`src/rtl/credit_send_adapter.sv`:
```
// Credit-based send adapter: one-entry upstream holding buffer, issues send_en only while holding a credit.
// Optional sticky protocol-error flag enabled by defining CREDIT_SEND_ADAPTER_ERR_CHECK_EN.
module credit_send_adapter #(
   parameter int unsigned data_width   = 32,
   parameter int unsigned num_credits  = 2,
   parameter int unsigned credit_width = $clog2(num_credits + 1)
) (
   input  logic                    clk,
   input  logic                    reset,
   input  logic                    recv_en,
   output logic                    recv_rdy,
   input  logic [data_width-1:0]   recv_msg,
   output logic                    send_en,
   output logic [data_width-1:0]   send_msg,
   input  logic                    credit_en,
   output logic [credit_width-1:0] credits,
   output logic                    err
);

   localparam logic [credit_width:0] max_cnt = (credit_width + 1)'(num_credits);

   logic                    buf_valid;
   logic [data_width-1:0]   buf_msg;
   logic [credit_width-1:0] cnt;
   logic [credit_width:0]   nxt;
   logic                    overflow;

   always_comb begin
      send_en  = buf_valid & (cnt != '0);
      send_msg = buf_msg;
      recv_rdy = ~buf_valid | send_en;
      credits  = cnt;
   end

   // One extra bit so a return at full count is visible as overflow rather than wrapping.
   always_comb begin
      nxt      = {1'b0, cnt} - {{credit_width{1'b0}}, send_en} + {{credit_width{1'b0}}, credit_en};
      overflow = nxt > max_cnt;
   end

   always_ff @(posedge clk) begin
      if (reset) begin
         buf_valid <= 1'b0;
         buf_msg   <= '0;
      end else if (recv_en) begin
         buf_valid <= 1'b1;
         buf_msg   <= recv_msg;
      end else if (send_en) begin
         buf_valid <= 1'b0;
      end
   end

   always_ff @(posedge clk) begin
      if (reset)
         cnt <= max_cnt[credit_width-1:0];
      else if (overflow)
         cnt <= max_cnt[credit_width-1:0];
      else
         cnt <= nxt[credit_width-1:0];
   end

`ifdef CREDIT_SEND_ADAPTER_ERR_CHECK_EN
   logic err_q;

   always_ff @(posedge clk) begin
      if (reset)
         err_q <= 1'b0;
      else if (overflow || (recv_en && !recv_rdy))
         err_q <= 1'b1;
   end

   always_comb err = err_q;
`else
   always_comb err = 1'b0;
`endif

endmodule

```
`config.mk`:
```
export PLATFORM = sky130hd
export DESIGN_NAME = credit_send_adapter
export DESIGN_NICKNAME = d
export VERILOG_FILES = /design/src/rtl/credit_send_adapter.sv
export SDC_FILE = /design/constraint.sdc
export NUM_CORES = 1
export LEC_CHECK = 0
export ABC_AREA = 1
export CORE_MARGIN = 5
export CORE_UTILIZATION = 37
export DETAILED_ROUTE_END_ITERATION = 16
export PLACE_DENSITY_LB_ADDON = 0.25
export SLEW_MARGIN = 20
export SYNTH_ARGS = -nofsm -noshare
export SYNTH_HDL_FRONTEND = slang
export SYNTH_SLANG_ARGS = --single-unit
```
`constraint.sdc`:
```
create_clock -name clk -period 2.3 [get_ports clk]
set_clock_uncertainty 0.15 [all_clocks]
set_input_delay 0.46 -clock clk [delete_from_list [all_inputs] [get_ports clk]]
set_output_delay 0.46 -clock clk [all_outputs]
set_load 0.01 [all_outputs]
```
==> results.py <==
metrics = {
    "synthesis": {
        "syn_avg_cell_area_sq_um": 7.93,
        "seq_area_frac_synth_pct": 54.2,
        "yosysWarnings": 0,
        "synthesis.area_sq_um": 1290,
        "ys_types": 19,
        "syn_inst": 163,
        "ys_ff_latch": 35,
        "synth.net_count": 202,
    },
    "global_routing": {
        "grt_overflow": 0,
        "grt_util_all_layers_pct": 15.1,
        "grt_pass1_wl_mm": 5.90,
        "antenna_found_initial": 0,
        "grt_start_max_net_pins": 34,
        "first_global_vias": 1300,
    },
    "worst_setup_path": {
        "required_ns": 1.69,
        "path_class": "flop to output port",
        "ff2ff_path_depth": 7,
        "crit_path_start": "credits[1]",
        "critPathMaxFanout": 4,
        "arrival_ns": 1.46,
        "reg2reg_to": "credits[1]",
        "cp-start-kind": "flop",
        "cp_top_family": "buffers and inverters",
        "cp_cell_sequence": "inv_1 -> nand3_1 -> clkdlybuf4s50_1",
        "cp_slowest_stage_delay_ns": 0.54,
        "reg2reg_slack_ns": 0.24,
        "crit_cells": 3,
        "crit_end": "recv_rdy",
        "critPathBufInv": 2,
        "cpMaxStageDelayCell": "clkdlybuf4s50_1",
        "cp-end-kind": "output port",
        "crit-reg2reg-launch": "credits[1]",
    },
    "cells_and_area": {
        "design_area_sq_um": 2050,
        "area_delta_synth_final_pct": 59.0,
        "finalNonFillerCells": 279,
        "n_antenna_cell": 0,
        "final_cell_mix": "clkdlybuf4s50_1 (71), nor2_1 (65), dfxtp_1 (35), o21ai_0 (27), inv_1 (6)",
        "multi_input_area_sq_um": 498,
        "seqCellArea_sq_um": 701,
        "layout.nets": 271,
        "fillCellCount": 325,
        "final_util_pct": 61.1,
        "drive_above_1_share_pct": 3.86,
        "layout_commonest_cell": "clkdlybuf4s50_1",
    },
    "drt": {
        "vias": 1276,
        "drtIter0Drc": 54,
        "drc": 0,
        "drtPass1Iterations": 4,
        "wl_per_cell_microns": 12.1,
        "avgViaCountPerCell": 4.57,
        "drt-total-wl_mm": 3.38,
        "antenna_left": 0,
    },
    "die": {
        "start_util_pct": 38.4,
        "core_region_area_sq_um": 3360,
        "die_h_microns": 69.1,
        "fp.dieW_microns": 69.1,
        "ios": 73,
        "core.rowCount": 21,
        "dieArea_sq_um": 4780,
    },
    "placement": {
        "place_inst": 271,
        "port_buffers": 71,
        "place_ws_ns": 0.217,
        "place_congestion": 0.722,
        "dp_hpwl_mm": 2.37,
        "postPlaceCellArea_sq_um": 2000,
    },
    "clock_network": {
        "cts_setup_buffers": 0,
        "cts_max_level": 2,
        "cts_buffers": 5,
        "clockBufferDepth": 2,
        "insertion_delay_ns": 0.33,
        "root_buffer": "clkbuf_4",
        "cts_sinks": 35,
        "clk_pin_slew_ns": 0.10,
        "post_cts_resized": 0,
        "hold_buffers": 0,
        "cts_tree": "built",
    },
    "worst_hold_path": {
        "hp-start": "send_msg[11]",
        "hold_path.class": "flop to flop",
    },
    "pwr": {
        "peakVddDrop_mv": 0.422,
        "power_density_nw_per_um2": 676,
        "power.total_mw": 1.39,
        "p_leak_nw": 0.854,
    },
    "timing": {
        "slew_headroom_pct": 63.3,
        "min_period_ns": 2.07,
        "tns_ns": 0,
        "setup_violations": 0,
        "hold_viol": 0,
        "worstMarginPinSlew_ns": 0.550,
        "fmax_ghz": 0.484,
        "holdWs_ns": 0.346,
        "rsz0062_at_grt": "false",
        "slew_violations": 0,
        "setup_slack_ns": 0.235,
        "post-route-period-util_pct": 89.8,
    },
    "outcome": {
        "status": "finished, final reports clean",
    },
    "flow_run": {
        "drv_cap": 0,
    },
}
metal layers:
metal,routed length [microns],GRT usage [%]
met1,1470,17.1
met3,284,6.10
met4,36,6.51
met5,0,0
met2,1600,24.9
how the worst min path moves through the flow:
stage	endpoint	slack, ns	cells past startpoint
global placement	send_msg[11]	0.31	2
detailed placement	send_msg[11]	0.32	2
finish	send_msg[11]	0.35	2
floorplan	send_msg[11]	0.37	2
CTS	send_msg[11]	0.35	2
global route	send_msg[14]	0.40	2
sequential cells by signal, indices dropped and copies added, names as in the netlist:
| register | flops |
|---|---|
| buf_valid | 1 |
| credits | 2 |
| send_msg | 32 |
tightest hold or removal path, cell delays in order, from the launching register on:
cell     delay [ns]
dfxtp_1        0.34
o21ai_1        0.06
nor2_1         0.07
where the power goes:
group | internal (mW) | switching (mW)
registers | 0.660 | 0.0294
logic | 0.216 | 0.176
clock network | 0.119 | 0.188
logic make-up (layout without fill, tap and decap cells):
kind of cell / after synthesis / in the layout / share of synthesized area (%)
simple gates: 71 / 71 / 21.0
compound gates: 35 / 35 / 13.7
flops: 35 / 35 / 54.2
buf+inv: 18 / 88 / 7.26
fa+ha+maj: 3 / 3 / 3.48
other cells: 1 / 1 / 0.290
synth_stat cells (all sizes together):
master  count  area, sq um
nand3       1         5.00
buf         5         33.8
a21oi       2         10.0
fa          1         20.0
o21ai      32          160
inv         8         30.0
o21a        1         7.51
dfxtp      35          701
nand2       4         15.0
nand3b      1         7.51
nor2       65          244
clkbuf      5         30.0
ha          2         25.0
conb        1         3.75
layout make-up:
type / instances / share of cell area, %
clock buffers: 7 / 2.19
clock inverters: 1 / 0.244
inverters: 8 / 1.46
multi-input cells: 110 / 24.2
flip-flops and latches: 35 / 34.1
well taps: 46 / 2.80
repair buffers: 72 / 35.0
Note: power is estimated with default switching activity, not from simulation.
